<file path="src/rtl/ghr_checkpoint_ctrl.sv">
// Speculative global-history register with per-branch checkpoint FIFO and EX-stage repair.
// Optional performance counters are built when GHR_CKPT_PERF_EN is defined.
module ghr_checkpoint_ctrl #(
   parameter int GHR_WIDTH  = 8,
   parameter int CKPT_DEPTH = 8
) (
   input  logic                 clk,
   input  logic                 rst_n,
   input  logic                 if1_br_valid,
   input  logic                 if1_pred_taken,
   output logic [GHR_WIDTH-1:0] ghr,
   output logic                 ckpt_full,
   input  logic                 ex_resolve,
   input  logic                 ex_taken,
   output logic [GHR_WIDTH-1:0] ex_ghr,
   output logic                 pht_we,
   output logic                 pht_branched,
   output logic                 ex_mispredict,
   input  logic                 flush,
   output logic [31:0]          perf_br_cnt,
   output logic [31:0]          perf_miss_cnt
);

   localparam int PW = $clog2(CKPT_DEPTH);
   localparam int CW = PW + 1;

   logic [GHR_WIDTH-1:0] r_spec_ghr;
   logic [GHR_WIDTH-1:0] r_commit_ghr;
   logic [GHR_WIDTH-1:0] r_fifo_ghr [CKPT_DEPTH];
   logic                 r_fifo_pred [CKPT_DEPTH];
   logic [PW-1:0]        r_head;
   logic [PW-1:0]        r_tail;
   logic [CW-1:0]        r_count;

   logic                 w_empty;
   logic                 w_full;
   logic                 w_push;
   logic                 w_pop;
   logic                 w_mispredict;
   logic [GHR_WIDTH-1:0] w_head_ghr;
   logic [GHR_WIDTH-1:0] w_commit_nxt;
   logic [PW-1:0]        w_head_inc;

   assign w_empty      = (r_count == '0);
   assign w_full       = (r_count == CW'(CKPT_DEPTH));
   assign w_head_ghr   = r_fifo_ghr[r_head];
   assign w_pop        = ex_resolve & ~w_empty;
   assign w_mispredict = w_pop & (ex_taken != r_fifo_pred[r_head]);
   // A push is lost when the front end is being redirected this very cycle.
   assign w_push       = if1_br_valid & ~w_full & ~flush & ~w_mispredict;
   assign w_head_inc   = r_head + PW'(1);
   assign w_commit_nxt = w_pop ? {r_commit_ghr[GHR_WIDTH-2:0], ex_taken} : r_commit_ghr;

   assign ghr           = r_spec_ghr;
   assign ckpt_full     = w_full;
   assign ex_ghr        = w_empty ? r_commit_ghr : w_head_ghr;
   assign pht_we        = w_pop;
   assign pht_branched  = ex_taken;
   assign ex_mispredict = w_mispredict;

   always_ff @(posedge clk) begin
      if (w_push) begin
         r_fifo_ghr[r_tail]  <= r_spec_ghr;
         r_fifo_pred[r_tail] <= if1_pred_taken;
      end
   end

   always_ff @(posedge clk) begin
      if (!rst_n) begin
         r_spec_ghr   <= '0;
         r_commit_ghr <= '0;
         r_head       <= '0;
         r_tail       <= '0;
         r_count      <= '0;
      end else begin
         r_commit_ghr <= w_commit_nxt;
         if (flush) begin
            r_spec_ghr <= w_commit_nxt;
            r_count    <= '0;
            r_head     <= w_pop ? w_head_inc : r_head;
            r_tail     <= w_pop ? w_head_inc : r_head;
         end else if (w_mispredict) begin
            // Everything behind the head was fetched down the wrong path.
            r_spec_ghr <= {w_head_ghr[GHR_WIDTH-2:0], ex_taken};
            r_count    <= '0;
            r_head     <= w_head_inc;
            r_tail     <= w_head_inc;
         end else begin
            if (w_push) begin
               r_spec_ghr <= {r_spec_ghr[GHR_WIDTH-2:0], if1_pred_taken};
               r_tail     <= r_tail + PW'(1);
            end
            if (w_pop) begin
               r_head <= w_head_inc;
            end
            case ({w_push, w_pop})
               2'b10:   r_count <= r_count + CW'(1);
               2'b01:   r_count <= r_count - CW'(1);
               default: r_count <= r_count;
            endcase
         end
      end
   end

`ifdef GHR_CKPT_PERF_EN
   logic [31:0] r_perf_br;
   logic [31:0] r_perf_miss;

   always_ff @(posedge clk) begin
      if (!rst_n) begin
         r_perf_br   <= '0;
         r_perf_miss <= '0;
      end else begin
         if (w_pop && (r_perf_br != 32'hFFFF_FFFF)) begin
            r_perf_br <= r_perf_br + 32'd1;
         end
         if (w_mispredict && (r_perf_miss != 32'hFFFF_FFFF)) begin
            r_perf_miss <= r_perf_miss + 32'd1;
         end
      end
   end

   assign perf_br_cnt   = r_perf_br;
   assign perf_miss_cnt = r_perf_miss;
`else
   assign perf_br_cnt   = 32'd0;
   assign perf_miss_cnt = 32'd0;
`endif

endmodule

</file>
<file path="config.mk">
export PLATFORM = sky130hd
export DESIGN_NAME = ghr_checkpoint_ctrl
export DESIGN_NICKNAME = d
export VERILOG_FILES = /design/src/rtl/ghr_checkpoint_ctrl.sv
export SDC_FILE = /design/constraint.sdc
export NUM_CORES = 1
export LEC_CHECK = 0
export ABC_AREA = 1
export BUFFER_PORTS_ARGS = -buffer_cell sky130_fd_sc_hd__buf_2
export CAP_MARGIN = 20
export CORE_MARGIN = 2
export CORE_UTILIZATION = 50
export DETAILED_ROUTE_END_ITERATION = 8
export HOLD_SLACK_MARGIN = 0.12
export PLACE_DENSITY = 0.76
export SLEW_MARGIN = 20
export SYNTH_ARGS = -nofsm -noshare
export SYNTH_HDL_FRONTEND = slang
export SYNTH_SLANG_ARGS = --single-unit
</file>
<file path="constraint.sdc">
create_clock -name clk -period 2.23 [get_ports clk]
set_clock_uncertainty 0.1 [all_clocks]
set_input_delay 0.223 -clock clk [delete_from_list [all_inputs] [get_ports clk]]
set_output_delay 0.223 -clock clk [all_outputs]
set_load 0.02 [all_outputs]
</file>
; Yosys cells after proc, flatten, opt, wreduce, memory -nomap -nowiden
; Memory sizes are Yosys's and may differ from the RTL's. A register that Yosys moved wholly into a read port is not among the register bits.
; Cells that the tools add are included.
[op_classes]
n_eq_ne = 4
mux = 16
addsub = 4
bitwise = 10
reduce_logical = 4
[ops]
columns = cell, count
row1 = $mux W8, 5
row2 = $mux W3, 8
row3 = $pmux W4 S2, 1
row4 = $add A3 B1 Y3 const B, 2
row5 = $and A1 B1 Y1, 5
row6 = $not A1 Y1, 5
row7 = $add A4 B1 Y4 const B, 1
row8 = $eq A4 B4 Y1 const B, 1
row9 = $logic_not A4 Y1, 1
row10 = $sub A4 B1 Y4 const B, 1
row11 = $reduce_bool A3 Y1, 1
row12 = $reduce_or A3 Y1, 1
row13 = $eq A2 B1 Y1 const B, 1
row14 = $eq A2 B2 Y1 const B, 1
row15 = $mux W1, 2
row16 = $reduce_bool A2 Y1, 1
row17 = $ne A1 B1 Y1, 1
[word_totals]
out_inout_bits = 84
mem_count = 2
ram_bits = 72
reg_bits = 26
in_bits = 7
[mem_list]
columns = memory, depth, width, rd, rd_clocked_by_memory_dff, wr, line
row1 = r_fifo_ghr, 8, 8, 1, 1, 1, 29  ; logic [GHR_WIDTH-1:0] r_fifo_ghr [CKPT_DEPTH];
row2 = r_fifo_pred, 8, 1, 1, 1, 1, 30  ; logic r_fifo_pred [CKPT_DEPTH];

; Logic depth before layout (Yosys ltp)
; Gate-level depths: netlist of run 1.
[depth]
word_depth = 9
mapped_depth = 19

; Least setup slack after synthesis of run 1
; No wires, ideal clock.
[synth_timing]
kind = register -> register
from = reg r_head[0] (netlist name)
to = reg r_count[2]
t_arrival_ns = 2.196
path_slack_ns = -0.183
setup_time_ns = 0.117
period_less_slack_ns = 2.413
t_required_ns = 2.013
stages_incl_launch_ff = 19
path_buffers = 1
path_cell_list = dfxtp_1 buf_6 inv_6 nand2_1 nand3_1 nand3_1 nand2_1 nand2_2 nand3_4 nand2_4 inv_2 nand2_2 ha_1 xor2_1 ha_1 a21oi_1 xor2_1 o21ai_0 nor2_1
[synth_rtl]
columns = item, line
row1 = end signal: assignment, 97  ; 2'b10: r_count <= r_count + CW'(1);
row2 = end signal: assignment, 98  ; 2'b01: r_count <= r_count - CW'(1);
row3 = end signal: assignment, 99  ; default: r_count <= r_count;
row4 = end: declaration, 33  ; logic [CW-1:0] r_count;

; Worst setup path after layout of run 1
[layout_timing]
from = reg r_count[2]
to = reg r_count[2]
[layout_between]
elab_chain_len = 8
[layout_lines]
columns = item, line
row1 = $logic_not A4 Y1, 44  ; assign w_empty = (r_count == '0);
row2 = $not A1 Y1, 47  ; assign w_pop = ex_resolve & ~w_empty;
row3 = $and A1 B1 Y1, 47
row4 = $and A1 B1 Y1, 48  ; assign w_mispredict = w_pop & (ex_taken != r_fifo_pred[r_head]);
row5 = $not A1 Y1, 50  ; assign w_push = if1_br_valid & ~w_full & ~flush & ~w_mispredict;
row6 = $and A1 B1 Y1, 50
row7 = $eq A2 B1 Y1 or $eq A2 B2 Y1 (tied branches), 96  ; case ({w_push, w_pop})
row8 = $pmux W4 S2 or $reduce_bool A2 Y1 (tied branches), --
; Parallel ways exist; a longest one is shown, timed or not.
; A chain may end at the register's enable or synchronous reset.

==> impl_metrics.yaml, run 1 <==
synthesis:
  yosys_warnings: 0
  synth_common_cells: "nand2_1, edfxtp_1, nor2_1, buf_4, inv_1"
  synth_cell_type_count: 33
  ys.flop_type: "edfxtp_1"
  ys_async_sr_fraction: 0
  syn_area_per_cell_um2: 9.17
  synth_seq_cells: 98
  netlist.area_leader.share: 0.435
  syn-cell-area_um2: 4970
  synth_area_leader_cell: "edfxtp_1"
  synth-edff-count: 72
  synth-seq-area-share: 0.540
  yosysMostFrequentCell: "nand2_1"
  syn_inst: 542
  synth_top_cells_by_area: "edfxtp_1, dfxtp_1, buf_4"
placement:
  place_inst: 717
  gp_congestion: 0.819
  io_buffers: 26
  dp_hpwl_um: 7700
pwr:
  static-leakage-power_nw: 2.46
  power_frac_seq: 0.513
  p_clk_frac: 0.290
  p_comb_frac: 0.197
  swShare: 0.310
  power_mw: 4.10
  power.switching_mw: 1.27
  powerDensity_nw_per_um2: 722
  ir_worst_vdd_mv: 0.525
  p_int_mw: 2.83
worst_hold_path:
  holdPathStages: 3
  whs_endpoint: "r_tail[1]"
  min_path_type: "in2reg"
  hold_start: "flush"
outcome:
  status: "complete, but fails checks"
  violations: "setup timing"
cts:
  clk_latency_ns: 0.37
  cts_root_buffer: "clkbuf_8"
  cts_htree_levels: 3
  numCtsBuffers: 9
  cts_tree: "done"
  clockBufferDepth: 2
  path_clk_slew_ns: 0.10
  cts_sinks: 98
critical_path:
  crit_path_frequent_cell: "nand2_4"
  r2r-end: "r_count[2]"
  critical_path_buf_inv_count: 3
  r2r_cells: 15
  worstPathCellList: "inv_1 > nand3_1 > nand2_2 > inv_2 > nand3_4 > nand2_4 > inv_4 > nand2_4 > ha_4 > xor2_4 > ha_2 > a21oi_2 > xor2_1 > o21ai_1 > nor2_1"
  path_max_fanout: 3
  timing.rr.start: "r_count[2]"
  path_class: "reg2reg"
  slowest_delay_ns: 0.42
  crit_arrival_ns: 2.46
  path_delay_family: "simple AND/OR/NAND/NOR gates"
  endpoint_kind: "flop"
  ff2ff_setup_slack_ns: -0.07
  crit_slowest_cell: "dfxtp_1"
  critPathRequiredTime_ns: 2.39
  start_kind: "flop"
cells_and_area:
  final_util: 0.584
  antenna_cells: 0
  seqCellArea_um2: 2690
  finalNetCount: 616
  drive_gt1_frac: 0.223
  area_growth_pct: 14.3
  multiInputGateArea_um2: 1850
  fillers: 798
  fin_cells: 742
route:
  vias: 3782
  dr.pass1.iters: 5
  ant_nets: 0
  drtIter0Drc: 313
  drc: 0
  routedWlPerCell_um: 15.1
  routed_wl_um: 11200
  via_per_inst: 5.10
grt:
  grt_usage: 0.206
  grt_pass1_vias: 3558
  grt_overflow: 0
  grt_first_pass_wirelength_um: 17400
  antenna_found_initial: 0
  grt_max_degree: 26
timing:
  hold_violations: 0
  final.period_utilization: 1.03
  finalSetupViolCount: 1
  worst_slack_ns: -0.0695
  min_period_ns: 2.30
  slew_violations: 0
  grt_setup_unrepaired: "true"
  max_clock_freq_mhz: 435
job:
  maxCapViolCount: 0
floorplanning:
  fp.dieW_um: 104
  die_height_um: 104
  rows: 36
  core_area_um2: 9730
  boundaryPins: 91
  initial_core_util: 0.511
  fp.dieArea_um2: 10800
worst register-to-register path, cell delays in order (launching register included):
cell and delay [ns]:
dfxtp_1 0.42, inv_1 0.10, nand3_1 0.16, nand2_2 0.08, inv_2 0.10, nand3_4 0.09
nand2_4 0.08, inv_4 0.04, nand2_4 0.06, ha_4 0.18, xor2_4 0.18, ha_2 0.21
a21oi_2 0.04, xor2_1 0.14, o21ai_1 0.16, nor2_1 0.06
registers in the layout (all words and copies together) (netlist names):
register	count
r_commit_ghr	8
r_fifo_ghr	64
r_fifo_pred	8
ghr	8
r_count	4
r_tail	3
r_head	3
through the flow:
step / hold slack [ns] / TNS [ns] / area (um^2) / worst slack, ns
detailed placement: 0.417 / -0.724 / 5230 / -0.0820
finish: 0.137 / -0.0695 / 5690 / -0.0695
CTS: 0.126 / -0.0456 / 5510 / -0.0233
floorplan: 0.222 / -0.130 / 5240 / -0.0819
global placement: 0.409 / 0 / 5230 / 0.00174
global route: 0.154 / -2.08 / 5690 / -0.187
cell usage in the layout, fill, tap and decap left out, drive strengths merged:
master,synthesis,layout
inv,55,58
buf,72,69
o22ai,4,4
a22o,1,1
o21ai,50,50
o2111ai,2,2
nand2,92,92
xnor2,1,1
nor2,74,74
dlygate4sd3,0,3
conb,1,64
clkbuf,13,9
xor2,6,6
o221ai,4,4
edfxtp,72,72
o211ai,2,2
clkinv,0,2
or2,9,9
nand4,9,9
bufinv,0,1
ha,5,5
clkinvlp,0,2
nand3,32,32
dfxtp,26,26
a21oi,12,12
kinds of logic after synthesis:
| group | after synthesis | synth area share |
|---|---|---|
| other | 1 | 0.000754 |
| XOR/XNOR | 7 | 0.0123 |
| buffers and inverters | 140 | 0.162 |
| adder cells (fa/ha/maj) | 5 | 0.0126 |
| flip-flops | 98 | 0.540 |
| AND/OR/NAND/NOR | 216 | 0.190 |
| AO/OA/AOI/OAI | 75 | 0.0828 |
per-layer routing:
layer  GRT usage  up-vias  part of all wire
met5           0        -                 0
met4      0.0811        0             0.023
met3      0.0321       26             0.067
met2       0.368      188              0.51
met1       0.251     1778              0.40
li1            -     1790                 -
worst max-delay path by stage:
stage | start | cells after the start | slack [ns] | to
finish | r_count[2] | 15 | -0.07 | r_count[2]
global route | r_head[0] | 18 | -0.19 | r_count[2]
CTS | r_head[0] | 6 | -0.02 | ex_ghr[5]
detailed placement | r_head[0] | 18 | -0.08 | r_count[2]
global placement | r_head[0] | 12 | 0.002 | r_fifo_ghr[1][5]
floorplan | r_head[0] | 19 | -0.08 | r_count[2]
repair_timing:
action | CTS | global route
hold buffers | 3 | 0
resized for setup | 9 | 43
gates cloned | 0 | 1
endpoints found under the setup margin | 49 | 82
hold endpoints to repair | 11 | 0
buffers inserted | 2 | 3
pin swaps | 10 | 2
final cells by class:
cell class,count,area share
flip-flops and latches,98,0.473
multi-input cells,367,0.326
repair buffers,72,0.0957
inverters,55,0.0387
well taps,133,0.0293
clock buffers,9,0.0218
clock inverters,7,0.0143
repair inverters,1,0.00132
power by group through the flow:
stage          Combinational [mW]  Sequential [mW]  Clock [mW]
4_1_cts                     0.732             2.10        1.21
5_1_grt                     0.878             2.11        1.27
3_3_place_gp                0.690             2.14           0
2_1_floorplan               0.586             2.13           0
6_report                    0.807             2.11        1.19
3_5_place_dp                0.712             2.14           0
No activity file was read; power rests on OpenSTA's default activity.
==> run 2: changes to the inputs <==
--- a/config.mk
+++ b/config.mk
@@ -6,13 +6,13 @@
 export NUM_CORES = 1
 export LEC_CHECK = 0
 export ABC_AREA = 1
-export BUFFER_PORTS_ARGS = -buffer_cell sky130_fd_sc_hd__buf_2
+export BUFFER_PORTS_ARGS = -buffer_cell sky130_fd_sc_hd__buf_4
 export CAP_MARGIN = 20
 export CORE_MARGIN = 2
-export CORE_UTILIZATION = 50
+export CORE_UTILIZATION = 60
 export DETAILED_ROUTE_END_ITERATION = 8
 export HOLD_SLACK_MARGIN = 0.12
-export PLACE_DENSITY = 0.76
+export PLACE_DENSITY = 0.85
 export SLEW_MARGIN = 20
 export SYNTH_ARGS = -nofsm -noshare
 export SYNTH_HDL_FRONTEND = slang
==> constraint.sdc (replaced) <==
create_clock -name clk -period 3 [get_ports clk]
set_clock_uncertainty 0.1 [all_clocks]
set_input_delay 0.3 -clock clk [delete_from_list [all_inputs] [get_ports clk]]
set_output_delay 0.3 -clock clk [all_outputs]
set_load 0.02 [all_outputs]
==> impl_metrics.yaml, run 2 (same netlist as run 1, synthesis figures left out) <==
timing:
  min_period_ns: 2.78
  hold_violations: 0
  hold_ws_ns: 0.167
  slew_violations: 0
  max_clock_freq_mhz: 360
  worstMarginPinSlew_ns: 0.685
  setup_tns_ns: 0
  finalSetupViolCount: 0
  worst_slew_margin_rel: 0.543
  final.period_utilization: 0.927
  grt_setup_unrepaired: "false"
cells_and_area:
  area_growth_pct: 5.99
  finalNetCount: 588
  drive_gt1_frac: 0.143
  final_common_cell: "nand2_1"
  antenna_cells: 0
  largest_reg_flops: 64
  layout_common_cells: "nand2_1, edfxtp_1, nor2_1"
  regMostFlops: "r_fifo_ghr"
critical_path:
  critPathRequiredTime_ns: 3.17
  endpoint_kind: "flop"
  path_max_fanout: 28
  start_kind: "flop"
  path_class: "reg2reg"
  crit_arrival_ns: 2.95
route:
  drtIter0Drc: 284
  routed_wl_um: 10500
  drc: 0
  dr.pass1.iters: 4
  vias: 3664
  via_per_inst: 5.34
  routedWlPerCell_um: 15.3
  ant_nets: 0
cts:
  cts_htree_levels: 3
  numCtsBuffers: 9
  cts_root_buffer: "clkbuf_8"
  cts_sinks: 98
  path_clk_slew_ns: 0.09
  clockBufferDepth: 2
  cts_tree: "done"
  clk_latency_ns: 0.37
job:
  maxCapViolCount: 0
grt:
  grt_max_degree: 29
  grt_overflow: 0
  grt_first_pass_wirelength_um: 16400
  antenna_found_initial: 0
  grt_pass1_vias: 3288
  grt_usage: 0.244
worst_hold_path:
  min_path_type: "in2reg"
pwr:
  powerDensity_nw_per_um2: 543
  power_frac_seq: 0.547
  ir_worst_vdd_mv: 0.316
  p_clk_frac: 0.269
  p_comb_frac: 0.184
  power_mw: 2.86
  static-leakage-power_nw: 2.29
  power.switching_uw: 888
  swShare: 0.310
  p_int_mw: 1.98
placement:
  dp_hpwl_um: 7340
  io_buffers: 26
  gp_congestion: 0.833
floorplanning:
  die_height_um: 95.0
  core_area_um2: 8130
  fp.dieW_um: 95.0
  fp.dieArea_um2: 9030
  rows: 33
  initial_core_util: 0.611
  boundaryPins: 91
outcome:
  status: "finished, final reports clean"
## run 2: cell types whose count changed in the layout (fill, tap and decap cells not counted), sizes merged
cell,change
buf,-25
inv,-1
dlygate4sd3,-2
clkinv,+1
bufinv,-1
## run 2: worst max-delay path, cell delays in order, from the launching register on
cell	delay (ns)
dfxtp_1	0.51
inv_6	0.14
nand2_1	0.09
nand3_1	0.06
nand3_1	0.13
nand2_1	0.08
nand2_2	0.12
nand3_4	0.09
nand2_4	0.08
inv_2	0.04
nand2_2	0.08
ha_1	0.23
xor2_1	0.29
ha_1	0.21
a21oi_1	0.06
xor2_1	0.17
o21ai_0	0.15
nor2_1	0.06
## run 2: path summary, 6_finish.rpt
check | start | endpoint | slack [ns] | cells after the start
max reg2reg | r_head[0] | r_count[2] | 0.22 | 17
min | ex_taken | r_commit_ghr[0] | 0.17 | 3
min reg2reg | r_commit_ghr[0] | r_commit_ghr[0] | 0.44 | 2
max | r_head[0] | r_count[2] | 0.22 | 17
## run 2: routing by layer
layer | track usage | vias to the layer above | part of all wire
met2 | 0.403 | 145 | 0.50
met1 | 0.324 | 1766 | 0.42
li1 | - | 1733 | -
met3 | 0.0300 | 20 | 0.060
met4 | 0.112 | 0 | 0.021
met5 | 0 | - | 0
## run 2: per-stage QoR
step / utilization / worst slack (ns) / instance area (um^2) / instances
after global routing: 0.648 / 0.000395 / 5270 / 686
final: 0.648 / 0.220 / 5270 / 686
after detailed placement: 0.624 / 0.232 / 5080 / 669
after global placement: 0.624 / 0.402 / 5080 / 669
after CTS: 0.647 / 0.221 / 5270 / 686
after floorplan: - / 0.587 / 5210 / 605
## run 2: power groups by stage
stage	combinational, mW	sequential, mW	clock [mW]
after global placement	0.501	1.59	0
after floorplan	0.431	1.58	0
after detailed placement	0.517	1.60	0
after CTS	0.521	1.56	0.784
final	0.527	1.57	0.770
after global routing	0.581	1.57	0.824
## run 2: final cells by class
type / instances / area [um^2]
Clock buffer: 9 / 124
Clock inverter: 7 / 53.8
Fill cell: 633 / 2860
Inverter: 55 / 211
Multi-Input combinational cell: 367 / 1730
Sequential cell: 98 / 2680
Tap cell: 105 / 131
Timing Repair Buffer: 45 / 340
## run 2: timing repair
| item | 4_1_cts | 5_1_grt |
|---|---|---|
| hold buffers | 1 | 0 |
| gates resized for setup | 0 | 1 |
| endpoints found under the hold margin | 8 | 0 |
| endpoints found under the setup margin | 0 | 1 |
| setup buffers | 0 | 0 |
